### config.mk
export PLATFORM = sky130hd
export DESIGN_NAME = shift_dispatcher_flat
export DESIGN_NICKNAME = d
export VERILOG_FILES = /design/src/rtl/shift_dispatcher_if.sv /design/src/rtl/shift_dispatcher.sv /design/src/flat_wrapper.sv
export SDC_FILE = /design/constraint.sdc
export NUM_CORES = 1
export LEC_CHECK = 0
export ABC_AREA = 1
export BUFFER_PORTS_ARGS = -buffer_cell sky130_fd_sc_hd__buf_2
export CAP_MARGIN = 10
export CORE_MARGIN = 8
export CORE_UTILIZATION = 55
export DETAILED_ROUTE_END_ITERATION = 16
export HOLD_SLACK_MARGIN = 0.06
export PLACE_DENSITY = 0.86
export SYNTH_ARGS = -nofsm -noshare
export SYNTH_HDL_FRONTEND = slang
export SYNTH_SLANG_ARGS = --single-unit
### constraint.sdc
create_clock -name i_clock -period 2.9 [get_ports i_clock]
set_input_delay 0 -clock i_clock [delete_from_list [all_inputs] [get_ports i_clock]]
set_output_delay 0 -clock i_clock [all_outputs]
set_load 0.02 [all_outputs]
### src/rtl/shift_dispatcher_if.sv
// Bundles every signal of shift_dispatcher except clock and reset.
//   Command side : i_cmd_valid/o_cmd_ready handshake with direction, rotate,
//                  iterations and value.
//   Shift unit   : o_start pulse and operands out; i_finished/i_value back.
//   Result side  : o_result_valid/i_result_ready handshake with o_result_value.
//   Status       : o_busy, o_count (FIFO occupancy).
// Modport slave is the dispatcher; modport master is the surrounding logic
// (command producer, shift unit, result consumer).
interface shift_dispatcher_if #(
  parameter int N     = 4,
  parameter int DEPTH = 4
);
  localparam int CW = $clog2(DEPTH) + 1;

  logic          i_cmd_valid;
  logic          o_cmd_ready;
  logic          i_cmd_direction;
  logic          i_cmd_rotate;
  logic [N-1:0]  i_cmd_iterations;
  logic [N-1:0]  i_cmd_value;

  logic          o_start;
  logic          o_direction;
  logic          o_rotate;
  logic [N-1:0]  o_iterations;
  logic [N-1:0]  o_value;
  logic          i_finished;
  logic [N-1:0]  i_value;

  logic          o_result_valid;
  logic          i_result_ready;
  logic [N-1:0]  o_result_value;

  logic          o_busy;
  logic [CW-1:0] o_count;

  modport slave (
    input  i_cmd_valid, i_cmd_direction, i_cmd_rotate, i_cmd_iterations,
           i_cmd_value, i_finished, i_value, i_result_ready,
    output o_cmd_ready, o_start, o_direction, o_rotate, o_iterations, o_value,
           o_result_valid, o_result_value, o_busy, o_count
  );

  modport master (
    output i_cmd_valid, i_cmd_direction, i_cmd_rotate, i_cmd_iterations,
           i_cmd_value, i_finished, i_value, i_result_ready,
    input  o_cmd_ready, o_start, o_direction, o_rotate, o_iterations, o_value,
           o_result_valid, o_result_value, o_busy, o_count
  );
endinterface

### src/rtl/shift_dispatcher.sv
// Queues shift commands in a DEPTH-entry FIFO and dispatches them one at a
// time to an external shift unit, then hands the unit's result out through a
// valid/ready handshake.
//   i_clock : sole clock, rising edge.
//   i_reset : asynchronous, active-low reset.
//   bus     : shift_dispatcher_if.slave (command, shift-unit, result, status).
// Operation sequence per command: IDLE (pop) -> ISSUE (o_start) -> ARM ->
// WAIT (until i_finished) -> DELIVER (until i_result_ready) -> IDLE.
module shift_dispatcher #(
  parameter int N     = 4,
  parameter int DEPTH = 4
) (
  input  logic              i_clock,
  input  logic              i_reset,
  shift_dispatcher_if.slave bus
);

  localparam int AW = (DEPTH > 1) ? $clog2(DEPTH) : 1;
  localparam int CW = AW + 1;
  localparam int EW = 2 * N + 2;

  typedef enum logic [2:0] {
    IDLE,
    ISSUE,
    ARM,
    WAIT,
    DELIVER
  } state_t;

  state_t        state;

  logic [EW-1:0] mem [DEPTH];
  logic [AW-1:0] wr_ptr;
  logic [AW-1:0] rd_ptr;
  logic [CW-1:0] count;
  logic [EW-1:0] head;
  logic          push;
  logic          pop;

  logic          start;
  logic          op_direction;
  logic          op_rotate;
  logic [N-1:0]  op_iterations;
  logic [N-1:0]  op_value;
  logic          result_valid;
  logic [N-1:0]  result_value;

  // Ready comes from the registered count only, so a full FIFO stays closed
  // even in a cycle where IDLE pops the head.
  assign bus.o_cmd_ready = (count < CW'(DEPTH));
  assign push            = bus.i_cmd_valid && bus.o_cmd_ready;
  assign pop             = (state == IDLE) && (count != '0);
  assign head            = mem[rd_ptr];

  assign bus.o_count        = count;
  assign bus.o_busy         = (state != IDLE) || (count != '0);
  assign bus.o_start        = start;
  assign bus.o_direction    = op_direction;
  assign bus.o_rotate       = op_rotate;
  assign bus.o_iterations   = op_iterations;
  assign bus.o_value        = op_value;
  assign bus.o_result_valid = result_valid;
  assign bus.o_result_value = result_value;

  // Storage needs no reset: an entry is only read while count says it is live.
  always_ff @(posedge i_clock) begin
    if (push) begin
      mem[wr_ptr] <= {bus.i_cmd_direction, bus.i_cmd_rotate,
                      bus.i_cmd_iterations, bus.i_cmd_value};
    end
  end

  always_ff @(posedge i_clock or negedge i_reset) begin
    if (!i_reset) begin
      wr_ptr <= '0;
      rd_ptr <= '0;
      count  <= '0;
    end else begin
      if (push) wr_ptr <= wr_ptr + AW'(1);
      if (pop)  rd_ptr <= rd_ptr + AW'(1);
      case ({push, pop})
        2'b10:   count <= count + CW'(1);
        2'b01:   count <= count - CW'(1);
        default: ;
      endcase
    end
  end

  always_ff @(posedge i_clock or negedge i_reset) begin
    if (!i_reset) begin
      state         <= IDLE;
      start         <= 1'b0;
      op_direction  <= 1'b0;
      op_rotate     <= 1'b0;
      op_iterations <= '0;
      op_value      <= '0;
      result_valid  <= 1'b0;
      result_value  <= '0;
    end else begin
      start <= 1'b0;
      unique case (state)
        IDLE: begin
          if (pop) begin
            {op_direction, op_rotate, op_iterations, op_value} <= head;
            start <= 1'b1;
            state <= ISSUE;
          end
        end
        ISSUE: state <= ARM;
        // A finished level left over from the previous operation may still
        // be present here, so ARM never samples it.
        ARM:   state <= WAIT;
        WAIT: begin
          if (bus.i_finished) begin
            result_value <= bus.i_value;
            result_valid <= 1'b1;
            state        <= DELIVER;
          end
        end
        DELIVER: begin
          if (bus.i_result_ready) begin
            result_valid <= 1'b0;
            state        <= IDLE;
          end
        end
        default: state <= IDLE;
      endcase
    end
  end

endmodule

### src/flat_wrapper.sv
// flat-port wrapper written by rule: the top's interface ports become plain ports
module shift_dispatcher_flat 
#(
  parameter int N     = 4,
  parameter int DEPTH = 4
)
  (i_clock, i_reset, bus_i_cmd_valid, bus_i_cmd_direction, bus_i_cmd_rotate, bus_i_cmd_iterations, bus_i_cmd_value, bus_i_finished, bus_i_value, bus_i_result_ready, bus_o_cmd_ready, bus_o_start, bus_o_direction, bus_o_rotate, bus_o_iterations, bus_o_value, bus_o_result_valid, bus_o_result_value, bus_o_busy, bus_o_count);
  shift_dispatcher_if #(.N(N), .DEPTH(DEPTH)) bus_i ();
  input  logic i_clock;
  input  logic i_reset;
  input wire logic [$bits(bus_i.i_cmd_valid)-1:0] bus_i_cmd_valid;
  input wire logic [$bits(bus_i.i_cmd_direction)-1:0] bus_i_cmd_direction;
  input wire logic [$bits(bus_i.i_cmd_rotate)-1:0] bus_i_cmd_rotate;
  input wire logic [$bits(bus_i.i_cmd_iterations)-1:0] bus_i_cmd_iterations;
  input wire logic [$bits(bus_i.i_cmd_value)-1:0] bus_i_cmd_value;
  input wire logic [$bits(bus_i.i_finished)-1:0] bus_i_finished;
  input wire logic [$bits(bus_i.i_value)-1:0] bus_i_value;
  input wire logic [$bits(bus_i.i_result_ready)-1:0] bus_i_result_ready;
  output wire logic [$bits(bus_i.o_cmd_ready)-1:0] bus_o_cmd_ready;
  output wire logic [$bits(bus_i.o_start)-1:0] bus_o_start;
  output wire logic [$bits(bus_i.o_direction)-1:0] bus_o_direction;
  output wire logic [$bits(bus_i.o_rotate)-1:0] bus_o_rotate;
  output wire logic [$bits(bus_i.o_iterations)-1:0] bus_o_iterations;
  output wire logic [$bits(bus_i.o_value)-1:0] bus_o_value;
  output wire logic [$bits(bus_i.o_result_valid)-1:0] bus_o_result_valid;
  output wire logic [$bits(bus_i.o_result_value)-1:0] bus_o_result_value;
  output wire logic [$bits(bus_i.o_busy)-1:0] bus_o_busy;
  output wire logic [$bits(bus_i.o_count)-1:0] bus_o_count;
  assign bus_i.i_cmd_valid = bus_i_cmd_valid;
  assign bus_i.i_cmd_direction = bus_i_cmd_direction;
  assign bus_i.i_cmd_rotate = bus_i_cmd_rotate;
  assign bus_i.i_cmd_iterations = bus_i_cmd_iterations;
  assign bus_i.i_cmd_value = bus_i_cmd_value;
  assign bus_i.i_finished = bus_i_finished;
  assign bus_i.i_value = bus_i_value;
  assign bus_i.i_result_ready = bus_i_result_ready;
  assign bus_o_cmd_ready = bus_i.o_cmd_ready;
  assign bus_o_start = bus_i.o_start;
  assign bus_o_direction = bus_i.o_direction;
  assign bus_o_rotate = bus_i.o_rotate;
  assign bus_o_iterations = bus_i.o_iterations;
  assign bus_o_value = bus_i.o_value;
  assign bus_o_result_valid = bus_i.o_result_valid;
  assign bus_o_result_value = bus_i.o_result_value;
  assign bus_o_busy = bus_i.o_busy;
  assign bus_o_count = bus_i.o_count;
  shift_dispatcher #(.N(N), .DEPTH(DEPTH)) u_core (.i_clock(i_clock), .i_reset(i_reset), .bus(bus_i));
endmodule
==> results of run 1 <==
worst min-delay path: stages:
cell and delay, ns:
buf_2 0.10, nand2_1 0.21, a21oi_1 0.11
cell usage after synthesis:
cell type  instances  share of area
a21oi_1            2         0.0037
buf_2              4         0.0074
buf_4              3         0.0083
buf_6              1         0.0042
clkinv_1           1         0.0014
dfrtp_1           26           0.24
edfxtp_1          40           0.44
fa_1               1         0.0074
ha_1               5          0.023
inv_1             13          0.018
inv_2              2         0.0028
nand2_1           62          0.086
nand2_2            2         0.0046
nand3_1            7          0.013
nand3b_1           1         0.0028
nand4_1            1         0.0023
nor2_1            48          0.067
nor2_2             1         0.0023
nor2_4             1         0.0042
o21ai_0           11          0.020
o21ai_1           12          0.022
or2_2              1         0.0023
xnor2_1            1         0.0032
xor2_1             3         0.0097
through the flow:
stage / instance area [sq um] / worst slack [ns] / cells
detailed placement: 2970 / 0.659 / 352
global route: 3350 / 0.431 / 390
global placement: 2970 / 0.744 / 352
floorplan: 2710 / 0.750 / 249
finish: 3350 / 0.624 / 390
CTS: 3350 / 0.639 / 390
metal layers:
metal  up-vias  wire length [microns]  share of wire  GRT usage
li1        954                      -              -          -
met1       877                   2200           0.41      0.177
met2        54                   2680           0.50      0.249
met3         7                    389          0.073     0.0554
met4         0                     77          0.014     0.0780
met5         -                      0              0          0
final cells by class:
| class | count | area (sq um) |
|---|---|---|
| Tap cell | 67 | 83.8 |
| Fill cell | 307 | 1370 |
| Sequential cell | 66 | 1850 |
| Inverter | 16 | 60.1 |
| Timing Repair Buffer | 66 | 453 |
| Multi-Input combinational cell | 159 | 741 |
| Clock inverter | 6 | 33.8 |
| Clock buffer | 10 | 128 |
final timing paths:
check / start / endpoint / slack, ns / cells after the start
hold / removal: bus_i_cmd_valid / u_core.wr_ptr[1]$_DFFE_PN0P_ / 0.12 / 3
setup reg to reg: u_core.state[0]$_DFFE_PN0P_ / u_core.bus.o_count[2]$_DFFE_PN0P_ / 0.62 / 11
hold reg to reg: u_core.bus.o_value[3]$_DFFE_PN0P_ / u_core.bus.o_value[3]$_DFFE_PN0P_ / 0.48 / 2
max in group asynchronous: i_reset / u_core.bus.o_iterations[2]$_DFFE_PN0P_ / 2.33 / 2
setup / recovery: u_core.state[0]$_DFFE_PN0P_ / u_core.bus.o_count[2]$_DFFE_PN0P_ / 0.62 / 11
min in group asynchronous: i_reset / u_core.bus.o_count[0]$_DFFE_PN0P_ / 0.19 / 2
logic make-up after synthesis:
kind of cell | after synthesis
and+or+nand+nor | 124
adders and majority gates | 6
buffers and inverters | 24
xor gates and xnor gates | 4
DFF | 66
AOI/OAI and AO/OA | 25
power by group:
part           internal, W  switching (W)
combinational     0.000449       0.000869
sequential         0.00125       0.000144
clock             0.000302       0.000332
total              0.00201        0.00135
state kept, by name, summed over array words and instances, names as in the netlist:
name,flops
u_core.bus.o_count,3
u_core.bus.o_direction,1
u_core.bus.o_iterations,4
u_core.bus.o_result_valid,1
u_core.bus.o_result_value,4
u_core.bus.o_rotate,1
u_core.bus.o_start,1
u_core.bus.o_value,4
u_core.mem,40
u_core.rd_ptr,2
u_core.state,3
u_core.wr_ptr,2
==> results_dict.tcl, run 1 <==
set metrics [dict create \
    worst_path_largest_cell_delay_ns 0.40 \
    leakage_nw 1.48 \
    slew_viol_final 0 \
    cts_repair_resize_count 0 \
    groute.usage.overall 0.154 \
    synthAdderAreaFrac 0.0305 \
    postCtsHoldBufs 22 \
    cap_viol_max_count 0 \
    final_min_period_over_clock_period 0.785 \
    yosysWarningCount 0 \
    post_synthesis_instance_area_sq_mm 0.00271 \
    post_cts_setup_buffers 0 \
    global_route_wire_length_before_repair_mm 8.64 \
    status "finished clean" \
    basic_gate_share_of_the_synthesized_area_counting_and_or_nand_and_nor_cells 0.184 \
    clock_tree.buffer_depth 2 \
    tns_ns 0 \
    fp.dieArea_sq_mm 0.00742 \
    clock_skew_ns 0.0104 \
    route.detailed.drc 0 \
    largest_family_of_logic_cells_by_synthesized_area "simple AND/OR/NAND/NOR gates" \
    finalWeightedCongestion 0.798 \
    critPathTopFamily "simple AND/OR/NAND/NOR gates" \
    postLayoutCoreUtil 0.709 \
    cell_with_the_largest_stage_delay_on_the_worst_path "dfrtp_1" \
    worst_path_clk_slew_ns 0.07 \
    yosys_register_bits 66 \
    critical_path_buf_inv_count 3 \
    area_delta_synth_final_pct 23.8 \
    portBuffers 39 \
    routed_wire_length_per_instance_microns 13.7 \
    antenna_left 0 \
    fp.dieW_microns 86.1 \
    ir_drop_uv 435 \
    worstSkewPairLatency_ns 0.34 \
    clock_tree.root_cell "clkbuf_8" \
    grt_antenna_before_repair 0 \
    row_count 25 \
    setup_viol 0 \
    report.final.hold_viol_count 0 \
    totalWireLength_mm 5.34 \
    power.total_w 0.00335 \
    number_of_global_route_vias_before_repair 1842 \
    rsz0062_at_grt "false" \
    max_slew.worst_pin.slew_ns 0.568 \
    ios 40 \
    synth_cell_type_count 24 \
    synth_xor_area_frac 0.0129 \
    path_cells "inv_1, nand2_2, nor2_4, nand2_2, inv_2, ha_1, inv_1, fa_1, or2_2, nand2_1, xor2_1" \
    critical_path.startpoint_type "flop" \
    critical_path.endpoint_type "flop" \
    worst_hold_path_type "in -> reg" \
    rel_slew_slack 0.621 \
    pwr_density_cell_mw_per_mm2 1000 \
    portion_of_the_post_synthesis_area_used_by_sequential_elements 0.684 \
    cts.sinks 66 \
    initial_core_util 0.573 \
    finish.net_count 343 \
    cts_tree "built" \
    vias 1892 \
    cts_htree_levels 3 \
    synth_cells 249 \
    dr.pass1.iters 4 \
    final_period_minus_worst_setup_slack_ns 2.28 \
    crit_type "reg -> reg" \
    synth_compound_gate_area_share 0.0462 \
    dp_hpwl_mm 3.36 \
    critical_path_peak_fanout 13 \
    mappedNetlistNets 274 \
    layout_common_cells "62 x nand2_1, 48 x nor2_1, 40 x edfxtp_1" \
    fmax_ghz 0.439 \
    avgViaCountPerCell 4.85 \
    drtIter0Drc 161 \
    drive_above_1_share 0.198 \
    synthMuxAreaShare 0 \
    die_height_microns 86.1 \
    cp.required_ns 3.16 \
    critical_path_arrival_ns 2.54 \
    antennaDiodeCount 0 \
    grt-ovfl-total 0 \
    leading_cell_type_in_the_layout_fill_and_taps_excluded "nand2_1" \
    maximum_number_of_pins_on_one_net_before_global_route_repair 27 \
    cts-buffers-inserted 9 \
    fin_worst_hold_slack_ns 0.120 \
    synth.avg_cell_area_sq_um 10.9 \
    core_region_area_sq_mm 0.00472 \
]
Power figures use the tool's default switching activity.
==> run 2: changes to the inputs <==
--- a/config.mk
+++ b/config.mk
@@ -5,14 +5,14 @@
 export SDC_FILE = /design/constraint.sdc
 export NUM_CORES = 1
 export LEC_CHECK = 0
-export ABC_AREA = 1
+export ABC_AREA = 0
 export BUFFER_PORTS_ARGS = -buffer_cell sky130_fd_sc_hd__buf_2
 export CAP_MARGIN = 10
 export CORE_MARGIN = 8
 export CORE_UTILIZATION = 55
 export DETAILED_ROUTE_END_ITERATION = 16
 export HOLD_SLACK_MARGIN = 0.06
-export PLACE_DENSITY = 0.86
+export PLACE_DENSITY = 0.87
 export SYNTH_ARGS = -nofsm -noshare
 export SYNTH_HDL_FRONTEND = slang
 export SYNTH_SLANG_ARGS = --single-unit
==> constraint.sdc (replaced) <==
create_clock -name i_clock -period 2.2 [get_ports i_clock]
set_input_delay 0 -clock i_clock [delete_from_list [all_inputs] [get_ports i_clock]]
set_output_delay 0 -clock i_clock [all_outputs]
set_load 0.02 [all_outputs]
==> run 2 against run 1 <==
Against the previous run: critical path depth shrank 2; first-iteration DRC count shrank 35%; routed wire length shrank 7.5%; synthesized area shrank 4.1%; sequential power grew 38%; register-to-register slack lost 0.40 ns; clock skew shrank 0.00085 ns; final area shrank 4.5%; critical path type unchanged; critical endpoint unchanged; largest cell class unchanged; largest power group unchanged.
==> results_dict.tcl, run 2 <==
set metrics [dict create \
    rr_worst_depth 9 \
    post_cts_setup_buffers 0 \
    route.detailed.drc 0 \
    number_of_global_route_vias_before_repair 1607 \
    yosysTopAreaCellShare 0.463 \
    cts_tree "built" \
    largest_reg_by_ff_count "u_core.mem" \
    worstSkewPairLatency_ns 0.34 \
    mappedNetlistNets 168 \
    finish.net_count 234 \
    asyncSetResetFlopFracSynth 0.394 \
    ir_drop_uv 748 \
    reg2reg_to "u_core.bus.o_count[2]$_DFFE_PN0P_" \
    row_count 25 \
    fill_cells 304 \
    groute.usage.overall 0.151 \
    tns_ns 0 \
    antenna_left 0 \
    global_route_wire_length_before_repair_mm 8.07 \
    totalWireLength_mm 4.94 \
    status "finished clean" \
    report.final.hold_viol_count 0 \
    worst_path_clk_slew_ns 0.08 \
    critical_path_arrival_ns 2.25 \
    maximum_number_of_pins_on_one_net_before_global_route_repair 27 \
    pwr_density_cell_mw_per_mm2 1340 \
    die_height_microns 84.7 \
    startpoint "u_core.state[1]$_DFFE_PN0P_" \
    portBuffers 39 \
    yosys_register_bits 66 \
    critical_path_peak_fanout 7 \
    ys.flop_type "edfxtp_1" \
    reg2reg_from "u_core.state[1]$_DFFE_PN0P_" \
    cts_repair_resize_count 0 \
    drive_above_1_share 0.379 \
    antennaDiodeCount 0 \
    synth_cell_type_count 26 \
    worst_hold_path_type "in -> async" \
    finalWeightedCongestion 0.761 \
    ys_top_cells_by_count "40 x edfxtp_1, 26 x dfrtp_1, 14 x mux2_2" \
    cts_htree_levels 3 \
    cts-buffers-inserted 9 \
    synth_enable_flop_cells 40 \
    postLayoutCoreUtil 0.691 \
    clock_tree.buffer_depth 2 \
    critical_path.endpoint_type "flop" \
    critPathCapture "u_core.bus.o_count[2]$_DFFE_PN0P_" \
    leakage_nw 1.28 \
    portion_of_the_post_synthesis_area_used_by_sequential_elements 0.713 \
    core_region_area_sq_mm 0.00463 \
    drtIter0Drc 104 \
    leading_cell_type_in_the_layout_fill_and_taps_excluded "edfxtp_1" \
    cap_viol_max_count 0 \
    setup_viol 0 \
    avgViaCountPerCell 5.33 \
    clock_tree.root_cell "clkbuf_8" \
    final_min_period_over_clock_period 0.900 \
    largest_register_ff_count 40 \
    fmax_ghz 0.505 \
    cts.sinks 66 \
    yosysWarningCount 0 \
    slew_viol_final 0 \
    grt_antenna_before_repair 0 \
    rsz0062_at_grt "false" \
    vias 1428 \
    initial_core_util 0.561 \
    max_slew.worst_pin.slew_ns 0.578 \
    crit_type "reg -> reg" \
    post_synth_main_area_contributors "edfxtp_1 46%, dfrtp_1 25%, mux4_2 6.9%" \
    r2r_setup_slk_ns 0.22 \
    dp_hpwl_mm 3.31 \
    grt-ovfl-total 0 \
    cp.required_ns 2.47 \
    dr.pass1.iters 4 \
    synth_largest_area_cell "edfxtp_1" \
    post_synthesis_instance_area_sq_mm 0.00260 \
    fp.dieArea_sq_mm 0.00717 \
    synth.avg_cell_area_sq_um 18.2 \
    ios 40 \
    area_delta_synth_final_pct 23.3 \
    post-synth-top-count-cell "edfxtp_1" \
    rel_slew_slack 0.615 \
    critical_path.startpoint_type "flop" \
    final_period_minus_worst_setup_slack_ns 1.98 \
    clock_skew_ns 0.00952 \
    fp.dieW_microns 84.7 \
    synth_cells 143 \
    routed_wire_length_per_instance_microns 18.4 \
    layout_common_cells "40 x edfxtp_1, 39 x buf_2, 26 x dfrtp_1" \
]
[run 2: cell types whose count changed after synthesis, sizes merged, moves of 6 or more]
cell	delta
mux2	+14
mux4	+10
nand3	-6
nor2	-48
buf	-6
o21ai	-18
inv	-6
nand2	-56
[run 2: how the worst min path moves through the flow]
stage,to,slack [ns],cells after the start
2_1_floorplan,u_core.bus.o_count[0]$_DFFE_PN0P_,-0.30,0
3_3_place_gp,u_core.bus.o_start$_DFF_PN0_,0.02,1
3_5_place_dp,u_core.bus.o_value[0]$_DFFE_PN0P_,0.03,1
4_1_cts,u_core.wr_ptr[0]$_DFFE_PN0P_,0.17,4
5_1_grt,u_core.wr_ptr[0]$_DFFE_PN0P_,0.22,4
6_report,u_core.bus.o_value[0]$_DFFE_PN0P_,0.19,2
[run 2: layer usage]
metal,global-route usage,vias up,wire length (microns)
met3,0.0556,13,268
li1,-,659,-
met4,0.100,0,142
met2,0.256,38,2660
met1,0.154,718,1870
met5,0,-,0
[run 2: critical path: stages (launching register included)]
cell and delay, ns:
dfrtp_1 0.46, nor3_2 0.29, nand2_2 0.09, inv_1 0.07, ha_1 0.17, inv_1 0.06
fa_1 0.37, xor2_1 0.16, nor2_1 0.12, xnor2_1 0.13
[run 2: cell type report]
type	count	area (sq um)	area share
timing repair buffer	59	388	0.121
inverter	9	33.8	0.0106
clock inverter	6	41.3	0.0129
tap	54	67.6	0.0211
multi-input combinational	64	681	0.213
sequential	66	1850	0.579
clock buffer	10	138	0.0430
[run 2: kinds of logic after synthesis]
family,after synthesis,share of synthesized area
xor gates and xnor gates,6,0.0202
muxes,24,0.150
DFF,66,0.713
buffers and inverters,13,0.0246
and+or+nand+nor,20,0.0410
AOI/OAI and AO/OA,8,0.0188
adders and majority gates,6,0.0318
[run 2: timing repair]
| item | in CTS | in global routing |
|---|---|---|
| endpoints found under the setup margin | 0 | 0 |
| hold buffers | 17 | 0 |
| hold endpoints to repair | 74 | 0 |
[run 2: power breakdown]
| group | internal (W) | switching, W |
|---|---|---|
| Clock | 0.000439 | 0.000465 |
| Sequential | 0.00167 | 0.000262 |
| Combinational | 0.000695 | 0.000761 |
| Total | 0.00281 | 0.00149 |
[run 2: per-stage QoR]
| step | total power (W) | worst slack (ns) | hold slack (ns) | cells | area, sq um |
|---|---|---|---|---|---|
| final | 0.00429 | 0.220 | 0.191 | 268 | 3200 |
| after global routing | 0.00455 | 0.0448 | 0.221 | 268 | 3200 |
| after CTS | 0.00434 | 0.215 | 0.167 | 268 | 3200 |
| after detailed placement | 0.00342 | 0.241 | 0.0331 | 235 | 2850 |
| after global placement | 0.00328 | 0.305 | 0.0200 | 235 | 2850 |
| after floorplan | 0.00295 | 0.141 | -0.296 | 143 | 2600 |
==> run 3: changes to the inputs <==
--- a/config.mk
+++ b/config.mk
@@ -9,10 +9,11 @@
 export BUFFER_PORTS_ARGS = -buffer_cell sky130_fd_sc_hd__buf_2
 export CAP_MARGIN = 10
 export CORE_MARGIN = 8
-export CORE_UTILIZATION = 55
+export CORE_UTILIZATION = 27
 export DETAILED_ROUTE_END_ITERATION = 16
+export GPL_ROUTABILITY_DRIVEN = 0
 export HOLD_SLACK_MARGIN = 0.06
-export PLACE_DENSITY = 0.87
+export PLACE_DENSITY = 0.53
 export SYNTH_ARGS = -nofsm -noshare
 export SYNTH_HDL_FRONTEND = slang
 export SYNTH_SLANG_ARGS = --single-unit
==> run 3 against run 2 <==
Against the previous run: routed wire length barely moved; final cell count rose by 28%; first-iteration DRC count fell by 27%.
==> results_dict.tcl, run 3 (synthesis results as in run 2) <==
set metrics [dict create \
    status "finished clean" \
    worst_path_clk_slew_ns 0.07 \
    postLayoutCoreUtil 0.363 \
    critical_path.startpoint_type "flop" \
    finish.cell_count_without_fillers 344 \
    cts_tree "built" \
    setup_viol 0 \
    final_period_minus_worst_setup_slack_ns 2.00 \
    largest_reg_by_ff_count "u_core.mem" \
    layout_common_cells "40 x edfxtp_1, 39 x buf_2, 26 x dfrtp_1" \
    cp.required_ns 2.45 \
    initial_core_util 0.280 \
    worst_hold_path_type "in -> reg" \
    multi_input_area_sq_um 681 \
    tns_ns 0 \
    cts_htree_levels 3 \
    area_delta_synth_final_pct 29.9 \
    antennaDiodeCount 0 \
    number_of_placed_instances_with_taps_included 311 \
    slew_viol_final 0 \
    maximum_number_of_pins_on_one_net_before_global_route_repair 27 \
    dp_hpwl_mm 3.34 \
    grt-ovfl-total 0 \
    final_min_period_over_clock_period 0.910 \
    grt_antenna_before_repair 0 \
    drive_above_1_share 0.386 \
    number_of_global_route_vias_before_repair 1507 \
    ios 40 \
    finish.net_count 235 \
    cts.sinks 66 \
    rel_slew_slack 0.571 \
    report.final.hold_viol_count 0 \
    ir_drop_uv 397 \
    largest_register_ff_count 40 \
    cap_viol_max_count 0 \
    rsz0062_at_grt "false" \
    clock_tree.buffer_depth 2 \
    avgViaCountPerCell 4.05 \
    placement.cell_area_sq_mm 0.00295 \
    drtIter0Drc 76 \
    fill_cells 921 \
    setup_slack_ns 0.198 \
    max_slew.worst_pin.slew_ns 0.644 \
    clock_tree.root_cell "clkbuf_8" \
    pwr_density_cell_mw_per_mm2 1370 \
    groute.usage.overall 0.0839 \
    post-route-cell-area_sq_mm 0.00337 \
    global_route_wire_length_before_repair_mm 8.12 \
    routed_wire_length_per_instance_microns 14.4 \
    antenna_left 0 \
    row_count 35 \
    fmax_ghz 0.500 \
    clock_skew_ns 0.0131 \
    worstSkewPairLatency_ns 0.34 \
    critical_path.endpoint_type "flop" \
    critical_path_arrival_ns 2.25 \
    leakage_nw 1.32 \
    totalWireLength_mm 4.94 \
    crit_type "reg -> reg" \
    core_region_area_sq_mm 0.00928 \
    vias 1392 \
    pre_cts_slack_ns 0.211 \
    route.detailed.drc 0 \
    fp.dieW_microns 114 \
    fp.dieArea_sq_mm 0.0130 \
    cts-buffers-inserted 9 \
    portBuffers 39 \
    dr.pass1.iters 4 \
    die_height_microns 114 \
    leading_cell_type_in_the_layout_fill_and_taps_excluded "edfxtp_1" \
    area.sequential_sq_mm 0.00185 \
    critical_path_peak_fanout 7 \
]
[run 3: worst max-delay path, stage by stage (launching register included)]
cell,delay [ns]
dfrtp_1,0.45
nor3_2,0.31
nand2_2,0.09
inv_1,0.07
ha_1,0.18
inv_1,0.06
fa_1,0.37
xor2_1,0.15
nor2_1,0.11
xnor2_1,0.12
[run 3: routing by layer]
layer	share of wire	track usage	routed length, microns	vias up
met3	0.051	0.0264	251	8
met2	0.51	0.140	2520	30
met4	0.022	0.0559	109	0
li1	-	-	-	665
met5	0	0	0	-
met1	0.42	0.0902	2060	689
[run 3: cell type report]
class | instances | area share
sequential | 66 | 0.549
multi-input combinational | 64 | 0.202
timing repair buffer | 60 | 0.117
tap | 129 | 0.0479
clock inverter | 7 | 0.0371
clock buffer | 9 | 0.0367
inverter | 9 | 0.0100
[run 3: path summary, 6_finish.rpt]
path	start	end	slack, ns	cells after the start
max in group asynchronous	i_reset	u_core.bus.o_count[2]$_DFFE_PN0P_	1.56	2
hold / removal	bus_i_cmd_valid	u_core.wr_ptr[0]$_DFFE_PN0P_	0.15	4
setup / recovery	u_core.state[1]$_DFFE_PN0P_	u_core.bus.o_count[2]$_DFFE_PN0P_	0.20	9
setup reg to reg	u_core.state[1]$_DFFE_PN0P_	u_core.bus.o_count[2]$_DFFE_PN0P_	0.20	9
min in group asynchronous	i_reset	u_core.bus.o_iterations[0]$_DFFE_PN0P_	0.21	2
hold reg to reg	u_core.bus.o_result_value[1]$_DFFE_PN0P_	u_core.bus.o_result_value[1]$_DFFE_PN0P_	0.50	1
[run 3: repair_timing]
action / 4_1_cts / 5_1_grt
hold endpoints to repair: 74 / 0
buffers inserted: 0 / 0
hold buffers: 17 / 0
setup endpoints to repair: 0 / 0
gates resized for setup: 0 / 0
[run 3: stage by stage]
| step | hold WS, ns | power (W) |
|---|---|---|
| after floorplan | -0.296 | 0.00295 |
| after global placement | 0.0684 | 0.00338 |
| after detailed placement | 0.0681 | 0.00343 |
| after CTS | 0.138 | 0.00471 |
| after global routing | 0.166 | 0.00491 |
| final | 0.149 | 0.00462 |
[run 3: power breakdown]
group	internal (W)	leakage (nW)	total [W]	switching, W
clock network	0.000762	0.124	0.00125	0.000487
registers	0.00167	0.670	0.00189	0.000223
logic	0.000706	0.526	0.00148	0.000771
total	0.00314	1.32	0.00462	0.00148
